<file path="src/rtl/accumulator.sv">
// Signed running-sum accumulator with a sticky overflow flag.
// Define ACC_SATURATE_EN to clamp on overflow; by default the total wraps modulo 2^WIDTH.
module accumulator #(
   parameter int WIDTH = 32
) (
   input  logic             i_CLK,
   input  logic             i_RESET,
   input  logic             i_ENABLE,
   input  logic             i_CLEAR,
   input  logic [WIDTH-1:0] i_DATA_IN,
   output logic [WIDTH-1:0] o_TOTAL,
   output logic             o_OVF
);

   localparam logic [WIDTH-1:0] MAX_POS = {1'b0, {(WIDTH-1){1'b1}}};
   localparam logic [WIDTH-1:0] MIN_NEG = {1'b1, {(WIDTH-1){1'b0}}};

   logic [WIDTH-1:0] r_total;
   logic             r_ovf;
   logic [WIDTH-1:0] w_sum;
   logic             w_ovf;
   logic [WIDTH-1:0] w_next_total;

   assign w_sum = r_total + i_DATA_IN;

   // Signed overflow: like-signed operands producing a result of the other sign.
   assign w_ovf = (r_total[WIDTH-1] == i_DATA_IN[WIDTH-1]) &&
                  (w_sum[WIDTH-1] != r_total[WIDTH-1]);

`ifdef ACC_SATURATE_EN
   assign w_next_total = w_ovf ? (r_total[WIDTH-1] ? MIN_NEG : MAX_POS) : w_sum;
`else
   assign w_next_total = w_sum;
`endif

   always_ff @(posedge i_CLK) begin
      if (i_RESET) begin
         r_total <= '0;
         r_ovf   <= 1'b0;
      end else if (i_CLEAR) begin
         r_total <= '0;
         r_ovf   <= 1'b0;
      end else if (i_ENABLE) begin
         r_total <= w_next_total;
         r_ovf   <= r_ovf | w_ovf;
      end
   end

   assign o_TOTAL = r_total;
   assign o_OVF   = r_ovf;

endmodule

</file>
<file path="config.mk">
export PLATFORM = sky130hd
export DESIGN_NAME = accumulator
export DESIGN_NICKNAME = d
export VERILOG_FILES = /design/src/rtl/accumulator.sv
export SDC_FILE = /design/constraint.sdc
export NUM_CORES = 1
export LEC_CHECK = 0
export ABC_AREA = 1
export CORE_ASPECT_RATIO = 2
export CORE_UTILIZATION = 60
export CTS_CLUSTER_SIZE = 10
export DETAILED_ROUTE_END_ITERATION = 8
export DONT_BUFFER_PORTS = 1
export PLACE_DENSITY_LB_ADDON = 0.25
export SLEW_MARGIN = 20
export SYNTH_ARGS = -nofsm -noshare
export SYNTH_HDL_FRONTEND = slang
export SYNTH_SLANG_ARGS = --single-unit
</file>
<file path="constraint.sdc">
create_clock -name i_CLK -period 2.1 [get_ports i_CLK]
set_input_delay 0.315 -clock i_CLK [delete_from_list [all_inputs] [get_ports i_CLK]]
set_output_delay 0.315 -clock i_CLK [all_outputs]
set_load 0.02 [all_outputs]
</file>
### After elaboration in Yosys (flattened, before gate mapping)

Index checks and enable logic that the tools add are counted.

| word-level totals | value |
|---|---|
| bits in registers | 33 |
| input bits | 36 |
| output and inout port bits | 33 |
| logic and storage cells | 8 |

| cells by class | value |
|---|---|
| add/subtract/negate cells | 1 |
| equality and inequality tests | 2 |
| bitwise operators | 1 |
| reduce and logical (&&, ||, !) cells | 2 |

Operator list:

| cell | count |
|---|---|
| $add A32 B32 Y32 | 1 |
| $reduce_or A2 Y1 | 1 |
| $eq A1 B1 Y1 | 1 |
| $logic_and A1 B1 Y1 | 1 |
| $ne A1 B1 Y1 | 1 |
| $or A1 B1 Y1 | 1 |

### Longest topological paths before layout

Gate-level depths: netlist of run 1.

| logic depth | value |
|---|---|
| word-level depth | 4 |
| gate-level depth with buffers | 14 |
| depth with buffers taken out | 14 |

### Worst setup path before layout of run 1

Ideal clock, no wire load.

| timing path | value |
|---|---|
| path type | register to register |
| start point | register r_total[0], in the netlist o_TOTAL[0] |
| end point | register r_total[16], in the netlist o_TOTAL[16] |
| setup time | 0.113 ns |
| data arrival time | 1.769 ns |
| path slack | 0.218 ns |
| stages on the path, launching flop included | 15 |
| buffers on the path | 0 |
| clock period less this slack | 1.882 ns |
| cell sequence | dfxtp_1 > ha_1 > fa_1 > nand3_1 > nand2_1 > nand2_1 > nand2_1 > nand2_1 > nand2_2 > nand2_1 > nand2_1 > nand2_1 > nand2_1 > o21ai_1 > inv_1 |

| between the ends | value |
|---|---|
| cells in the longest elaborated chain, start to end | 1 |

RTL lines:

| element | RTL line | text |
|---|---|---|
| start, declared | 18 | `logic [WIDTH-1:0] r_total;` |
| start signal, assigned | 44 | `r_total <= w_next_total;` |
| $add A32 B32 Y32 | 24 | `assign w_sum = r_total + i_DATA_IN;` |

No other way between the ends.
A chain may end at the register's enable or synchronous reset.

### Worst setup path after layout of run 1

| timing path | value |
|---|---|
| start point | register r_total[0], in the netlist o_TOTAL[0] |
| end point | register r_total[14], in the netlist o_TOTAL[14] |

The elaborated chain is that of the path after synthesis.

==> results.ini, run 1 <==
[run_status]
status=completed

[clock_network]
cts.path.max_buffers=2
hold_buffers=0
clk_latency_ns=0.30
cts_tree=yes
cts_setup_buffers=0
cts_buffers=5
cts-root-buf=clkbuf_8
clkSinkCount=33
ctsHtreeMaxLevel=2
post_cts_resized=0
clkSlewWorstSetupHoldPaths_ns=0.08

[place]
dp_hpwl_um=8320
dpl_cell_area_um2=3710
place_congestion=0.948
placement.io_buffers=0
dp.cells=698
post-place-ws_ns=0.0798

[setup_path]
timing.critical_path.fanout_max=3
startpoint_type=flop
worstPathArrival_ns=2.17
cp_top_family=simple AND/OR/NAND/NOR gates
worst-setup-path-type=flop to flop
path_buf_inv=1
cp_common_cell=nand2_1
crit_path_top_delay_cell=fa_2
critPathCaptureType=flop
path_cells=ha_1 > fa_2 > nand3_1 > nand2_2 > nand2_1 > nand2_1 > nand3_1 > nand2_1 > xor2_1 > o21ai_0 > inv_1
reg2reg_slack_ns=0.12
slowest_delay_ns=0.36
cp.required_ns=2.30

[synthesis]
synth-simple-area-share_pct=40.3
ys_types=26
synth_nets=681
synthAdderAreaFrac_pct=11.9
yosys-top-cells-area=nand2_1 20%, dfxtp_1 19%, inv_1 13%, ha_1 11%, nor2_1 11%
ys_seq_area_share_pct=19.3
synth_commonest_cells=185 x nand2_1, 115 x inv_1, 100 x nor2_1
synth_edf_count=0
yosysTopAreaCell=nand2_1
ys_ff_latch=33
synthCells=613
synthFlopType=dfxtp_1
synth-compound-area-share_pct=11.3
syn_area_per_cell_um2=5.58
yosys_warnings=0
yosysTopAreaCellShare_pct=20.3
synth_mux_area_share_pct=0
synthXorXnorAreaFrac_pct=3.07
synthArstFlopShare_pct=0
yosysMostFrequentCell=nand2_1
syn_area_um2=3420
synth_top_family_by_area=simple AND/OR/NAND/NOR gates

[sta]
slew_headroom_pct=70.7
maxSlewViolCount=0
hold_viol_final=0
period_minus_slack_ns=1.98
timing.final.crit_share_pct=94.1
tns_ns=0
setup_viol=0
clock_skew_ns=0.00790
setup_ws_ns=0.124
hold_slack_ns=0.147
max_freq_mhz=506
worst_slew_pin_slew_ns=0.438

[routing]
routed_wl_um=9970
drc=0
wl_per_cell_um=14.1
viasPerCell=5.28
ant_nets=0
drtPass1Iterations=4
vias=3731
drtIter0Drc=142

[die]
die_w_um=55.4
fp.dieH_um=109
core_um2=5470
fp.dieArea_um2=6030
pin_count=69
initial_core_util_pct=62.6
rows=38

[layout]
drive_above_1_share_pct=9.44
layout.nets=713
final_area_um2=3830
fill_cells=534
multi_input_area_um2=2300
fin_cells=706
areaGrowthSynthToFinish_pct=12.0
antenna_cells=0
seqCellArea_um2=661
utilization_pct=70.0

[pwr]
power_mw=1.87
power.density_nw_per_um2=489
ir_drop_mv=0.437
p_leak_nw=2.40

[global_route]
grt_pass1_wl_um=16000
antenna_found_initial=0
grtUsageTotal_pct=34.1
grt_start_max_net_pins=53
grt_pass1_vias=3715
gr-total-overflow=0

[job]
max_cap_viol_count=0

[worst_hold_path]
hp-class=input pin to flop

sequential cells by signal, summed over array words and instances, names as in the netlist:
signal and cells:
o_TOTAL 32, o_OVF 1
kinds of logic (layout without fill, tap and decap cells):
logic type,Yosys count,count (layout)
simple gates,340,340
buf+inv,125,158
fa+ha+maj,32,32
xor+xnor,12,12
flops,33,33
compound gates,71,71
per-layer routing:
metal | wire [um] | part of all wire, % | global-route usage, % | vias up
li1 | - | - | - | 1947
met1 | 3440 | 34 | 29.5 | 1634
met2 | 5560 | 56 | 69.7 | 110
met3 | 340 | 3.4 | 4.03 | 40
met4 | 633 | 6.3 | 23.8 | 0
met5 | 0 | 0 | 0 | -
cells in the final DEF (no fill, tap or decap), types with 8 or more instances in the layout:
| cell | instances |
|---|---|
| a21oi_1 | 31 |
| nor2_1 | 100 |
| o21ai_0 | 20 |
| dfxtp_1 | 33 |
| ha_1 | 31 |
| buf_4 | 35 |
| nand3_1 | 31 |
| nand4_1 | 8 |
| nand2_1 | 183 |
| xor2_1 | 12 |
| nand2_2 | 9 |
| inv_1 | 115 |
final timing paths:
path | to | cells after the start | startpoint
hold reg to reg | o_TOTAL[1] | 2 | o_TOTAL[1]
setup / recovery | o_TOTAL[14] | 11 | o_TOTAL[0]
hold / removal | o_TOTAL[0] | 2 | i_ENABLE
setup reg to reg | o_TOTAL[14] | 11 | o_TOTAL[0]
cell type report:
class | instances | share of cell area, %
clock buffer | 7 | 2.52
tap | 60 | 1.96
timing repair buffer | 35 | 6.86
clock inverter | 1 | 0.131
multi-input combinational | 455 | 60.0
sequential | 33 | 17.2
inverter | 115 | 11.3
where the power goes:
group	internal [mW]	switching, mW
combinational	0.225	0.410
clock	0.297	0.264
sequential	0.656	0.0215
total	1.18	0.695
Power figures use the tool's default switching activity.
==> inputs of run 2 (changes only) <==
--- a/config.mk
+++ b/config.mk
@@ -7,11 +7,11 @@
 export LEC_CHECK = 0
 export ABC_AREA = 1
 export CORE_ASPECT_RATIO = 2
-export CORE_UTILIZATION = 60
+export CORE_UTILIZATION = 62
 export CTS_CLUSTER_SIZE = 10
 export DETAILED_ROUTE_END_ITERATION = 8
 export DONT_BUFFER_PORTS = 1
-export PLACE_DENSITY_LB_ADDON = 0.25
+export PLACE_DENSITY_LB_ADDON = 0.1
 export SLEW_MARGIN = 20
 export SYNTH_ARGS = -nofsm -noshare
 export SYNTH_HDL_FRONTEND = slang
==> run 2 against run 1 <==
  * Total power shrank 3.4%
  * Clock power fell by 10%
  * Combinational power decreased by 1%
  * Clock-buffer cell count unchanged
  * Register-to-register slack hardly changed
  * Wire length decreased by 1.8%
  * Largest power group unchanged
  * Flip-flop and latch count stayed put
  * Die area decreased by 3.1%
  * Clock skew fell by 0.0048 ns
  * Global-route usage grew 1.9 points
==> results.ini, run 2 (same netlist as run 1, synthesis figures left out) <==
[run_status]
status=completed  ; unchanged

[setup_path]
ff2ff_path_depth=11  ; unchanged
worstPathArrival_ns=2.18  ; was 2.17 ns
startpoint_type=flop  ; unchanged
critPathCaptureType=flop  ; unchanged
r2r-start=o_TOTAL[10]  ; was o_TOTAL[0]
worst-setup-path-type=flop to flop  ; unchanged
cp.required_ns=2.30  ; about the same
timing.critical_path.fanout_max=4  ; was 3
crit_start=o_TOTAL[10]  ; was o_TOTAL[0]

[clock_network]
cts.path.max_buffers=2  ; unchanged
hold_buffers=0  ; unchanged
cts_tree=yes  ; unchanged
clkSinkCount=33  ; unchanged
clk_latency_ns=0.30  ; about the same
post_cts_resized=0  ; unchanged
cts_buffers=5  ; unchanged
cts-root-buf=clkbuf_8  ; unchanged
clkSlewWorstSetupHoldPaths_ns=0.07  ; was 0.08 ns
ctsHtreeMaxLevel=2  ; unchanged
cts_setup_buffers=0  ; unchanged

[worst_hold_path]
hp-class=input pin to flop  ; unchanged
holdPathStages=2  ; unchanged
min_from=i_ENABLE  ; unchanged

[place]
placement.io_buffers=0  ; unchanged
place_congestion=0.960  ; was 0.948
dp_hpwl_um=8240  ; was 8320 um
dpl_cell_area_um2=3690  ; was 3710 um2

[sta]
slew_headroom_pct=70.3  ; was 70.7%
setup_viol=0  ; unchanged
period_minus_slack_ns=1.99  ; was 1.98 ns
max_freq_mhz=504  ; was 506 MHz
hold_viol_final=0  ; unchanged
maxSlewViolCount=0  ; unchanged
clock_skew_ns=0.00309  ; was 0.00790 ns
worst_slew_pin_slew_ns=0.445  ; was 0.438 ns
timing.final.crit_share_pct=94.5  ; was 94.1%
tns_ns=0  ; unchanged
rsz0062_at_grt=false

[global_route]
grt_pass1_wl_um=15000  ; was 16000 um
grt_start_max_net_pins=53  ; unchanged
antenna_found_initial=0  ; unchanged
grt_pass1_vias=3731  ; was 3715
grtUsageTotal_pct=36.0  ; was 34.1%
gr-total-overflow=0  ; unchanged

[routing]
drc=0  ; unchanged
vias=3788  ; was 3731
viasPerCell=5.40  ; was 5.28
drtPass1Iterations=4  ; unchanged
drtIter0Drc=109  ; was 142
routed_wl_um=9800  ; was 9970 um
ant_nets=0  ; unchanged
wl_per_cell_um=14.0  ; was 14.1 um

[die]
rows=37  ; was 38
initial_core_util_pct=65.4  ; was 62.6%
die_w_um=54.5  ; was 55.4 um
fp.dieH_um=107  ; was 109 um
fp.dieArea_um2=5840  ; was 6030 um2
core_um2=5230  ; was 5470 um2
pin_count=69  ; unchanged

[layout]
final_cell_mix=182 x nand2_1, 115 x inv_1, 100 x nor2_1  ; was 183 x nand2_1, 115 x inv_1, 100 x nor2_1
layout.nets=711  ; was 713
drive_above_1_share_pct=8.71  ; was 9.44%
fill_cells=482  ; was 534
final_area_um2=3790  ; was 3830 um2
antenna_cells=0  ; unchanged
largest_reg_flops=32  ; unchanged
final_common_cell=nand2_1  ; unchanged
areaGrowthSynthToFinish_pct=10.8  ; was 12.0%

[pwr]
p_leak_nw=2.38  ; was 2.40 nW
power.density_nw_per_um2=478  ; was 489 nW/um2
ir_drop_mv=0.634  ; was 0.437 mV

[job]
max_cap_viol_count=0  ; unchanged

## run 2: layer usage
metal | global-route usage (%) | routed length, um | vias to the layer above
met4 | 28.8 | 674 | 0
met1 | 27.2 | 3210 | 1676
met5 | 0 | 0 | -
li1 | - | - | 1945
met3 | 5.96 | 365 | 42
met2 | 69.8 | 5550 | 125
## run 2: path summary, 6_finish.rpt
kind,slack (ns),endpoint
setup / recovery,0.11,o_TOTAL[21]
setup reg to reg,0.11,o_TOTAL[21]
hold / removal,0.18,o_TOTAL[1]
hold reg to reg,0.55,o_TOTAL[1]
## run 2: report_power, final
group / total (mW) / switching (mW) / internal, mW
Sequential: 0.678 / 0.0214 / 0.657
Combinational: 0.627 / 0.405 / 0.222
Clock: 0.505 / 0.245 / 0.260
Total: 1.81 / 0.671 / 1.14
## run 2: worst max-delay path: stages (launching register included)
cell and delay [ns]:
dfxtp_1 0.33, ha_1 0.34, a21oi_1 0.29, o21bai_1 0.13
a21oi_1 0.18, nand2_1 0.14, nand2_1 0.10, nand2_1 0.05
nand2_1 0.06, nand3_1 0.13, nand2_1 0.09, inv_1 0.04
## run 2: layout make-up
type                    count  area, um2  share of cell area [%]
inverters                 115        432                    11.4
well taps                  58       72.6                    1.91
clock buffers               7       86.3                    2.28
multi-input cells         455       2290                    60.5
flip-flops and latches     33        661                    17.4
repair buffers             33        248                    6.53
## run 2: stage by stage
step	hold WS (ns)	std cells	power, mW	util (%)	setup slack [ns]
3_5_place_dp	0.479	694	1.31	70.6	0.0542
2_1_floorplan	0.512	613	1.16	-	0.218
3_3_place_gp	0.462	694	1.30	70.6	0.115
6_report	0.179	701	1.81	72.5	0.115
4_1_cts	0.160	701	1.82	72.2	0.0494
5_1_grt	0.181	701	1.92	72.5	0.0298
==> inputs of run 3 (changes only) <==
--- a/config.mk
+++ b/config.mk
@@ -8,6 +8,8 @@
 export ABC_AREA = 1
 export CORE_ASPECT_RATIO = 2
 export CORE_UTILIZATION = 62
+export CTS_BUF_LIST = sky130_fd_sc_hd__clkbuf_8
+export CTS_CLUSTER_DIAMETER = 200
 export CTS_CLUSTER_SIZE = 10
 export DETAILED_ROUTE_END_ITERATION = 8
 export DONT_BUFFER_PORTS = 1
==> run 3 against run 2 <==
  * Combinational power hardly changed
  * Fmax hardly changed
  * Sequential power hardly changed
==> results.ini, run 3 (same netlist as run 1, synthesis figures left out) <==
[pwr]
p_clk_share_pct=27.7  ; was 27.9%
p_sw_mw=0.672  ; was 0.671 mW
combPwrFrac_pct=34.7  ; was 34.6%
p_leak_nw=2.38  ; about the same
ir_drop_mv=0.634  ; about the same
swShare_pct=37.2  ; was 37.1%
internal-power_mw=1.13  ; was 1.14 mW
power.density_nw_per_um2=476  ; was 478 nW/um2
seqPwrFrac_pct=37.5  ; about the same
power_mw=1.81  ; about the same

[setup_path]
critPathCaptureType=flop  ; unchanged
worstPathArrival_ns=2.18  ; about the same
timing.critical_path.fanout_max=4  ; unchanged
path_cells=ha_1 > a21oi_1 > o21bai_1 > a21oi_1 > nand2_1 > nand2_1 > nand2_1 > nand2_1 > nand3_1 > nand2_1 > inv_1  ; unchanged
worst-setup-path-type=flop to flop  ; unchanged
cp_common_cell=nand2_1  ; unchanged
cp.required_ns=2.30  ; about the same
crit_path_top_delay_cell=ha_1  ; unchanged
reg2reg_slack_ns=0.11  ; about the same
startpoint_type=flop  ; unchanged
slowest_delay_ns=0.34  ; about the same

[clock_network]
ctsHtreeMaxLevel=2  ; unchanged
cts_buffers=5  ; unchanged
clkSinkCount=33  ; unchanged
cts.path.max_buffers=2  ; unchanged
clkSlewWorstSetupHoldPaths_ns=0.07  ; about the same
hold_buffers=0  ; unchanged
cts_tree=yes  ; unchanged
clk_latency_ns=0.30  ; about the same
cts-root-buf=clkbuf_8  ; unchanged

[global_route]
gr-total-overflow=0  ; unchanged
grtUsageTotal_pct=36.0  ; unchanged
grt_pass1_wl_um=15000  ; unchanged
grt_start_max_net_pins=53  ; unchanged
grt_pass1_vias=3731  ; unchanged
antenna_found_initial=0  ; unchanged

[die]
fp.dieArea_um2=5840  ; unchanged
fp.dieH_um=107  ; unchanged
core_um2=5230  ; unchanged
initial_core_util_pct=65.4  ; unchanged
pin_count=69  ; unchanged
rows=37  ; unchanged
die_w_um=54.5  ; unchanged

[sta]
setup_viol=0  ; unchanged
hold_slack_ns=0.178  ; was 0.179 ns
setup_ws_ns=0.115  ; about the same
worst_slew_pin_slew_ns=0.444  ; was 0.445 ns
maxSlewViolCount=0  ; unchanged
period_minus_slack_ns=1.99  ; about the same
tns_ns=0  ; unchanged
rsz0062_at_grt=false  ; unchanged
slew_headroom_pct=70.3  ; about the same
timing.final.crit_share_pct=94.5  ; about the same
clock_skew_ns=0.00309  ; about the same
max_freq_mhz=504  ; about the same
hold_viol_final=0  ; unchanged

[routing]
drtPass1Iterations=4  ; unchanged
drtIter0Drc=110  ; was 109
ant_nets=0  ; unchanged
vias=3793  ; was 3788
wl_per_cell_um=14.0  ; about the same
viasPerCell=5.41  ; was 5.40
drc=0  ; unchanged
routed_wl_um=9790  ; was 9800 um

[layout]
antenna_cells=0  ; unchanged
fill_cells=482  ; unchanged
largest_reg_flops=32  ; unchanged
drive_above_1_share_pct=8.71  ; unchanged
final_common_cell=nand2_1  ; unchanged
final_cell_mix=182 x nand2_1, 116 x inv_1, 100 x nor2_1  ; was 182 x nand2_1, 115 x inv_1, 100 x nor2_1
layout.nets=711  ; unchanged
areaGrowthSynthToFinish_pct=10.8  ; unchanged

[worst_hold_path]
hp-class=input pin to flop  ; unchanged

[job]
max_cap_viol_count=0  ; unchanged

[place]
post-place-ws_ns=0.0542  ; unchanged
placement.io_buffers=0  ; unchanged
place_congestion=0.960  ; unchanged
dp_hpwl_um=8240  ; unchanged

[run_status]
status=completed  ; unchanged

run 3: changes by cell type in the layout (fill, tap and decap cells not counted), sizes merged:
cell,previous run,this run
clkbuf,7,6
inv,115,116
run 3: worst paths after layout:
kind | startpoint | endpoint | cells after the start
worst max-delay path | o_TOTAL[10] | o_TOTAL[21] | 11
worst min-delay path | i_ENABLE | o_TOTAL[1] | 2
worst min register to register | o_TOTAL[1] | o_TOTAL[1] | 2
worst max register to register | o_TOTAL[10] | o_TOTAL[21] | 11
run 3: power groups by stage:
stage	clock (mW)	combinational [mW]	sequential (mW)
after floorplan	0	0.427	0.730
after global placement	0	0.606	0.690
after detailed placement	0	0.621	0.692
after CTS	0.513	0.623	0.678
after global routing	0.528	0.703	0.681
final	0.501	0.627	0.678
run 3: per-stage QoR:
step / util (%) / std cells / area [um2]
after global routing: 72.5 / 701 / 3790
after global placement: 70.6 / 694 / 3690
after floorplan: - / 613 / 3420
after CTS: 72.2 / 701 / 3780
final: 72.5 / 701 / 3790
after detailed placement: 70.6 / 694 / 3690
run 3: critical path, delay by kind of cell, from the launching register on:
family	cells	cell delay, ns
buf+inv	1	0.04
fa+ha+maj	1	0.34
flops	1	0.33
simple gates	6	0.57
compound gates	3	0.60
run 3: final cells by class:
class	instances	area (um2)	area share, %
timing repair buffer	33	248	6.53
inverter	115	432	11.4
multi-input combinational	455	2290	60.5
sequential	33	661	17.4
tap	58	72.6	1.91
clock buffer	6	82.6	2.18
clock inverter	1	3.75	0.0990
run 3: routing by layer:
metal | track usage (%) | wire length, um | vias up
li1 | - | - | 1945
met1 | 27.2 | 3210 | 1677
met2 | 69.8 | 5500 | 124
met3 | 5.96 | 361 | 47
met4 | 28.8 | 725 | 0
met5 | 0 | 0 | -
run 3: repair_timing:
action                                  CTS  global route
resized for setup                         0             5
buffers inserted                          0             0
endpoints found under the setup margin    0             9
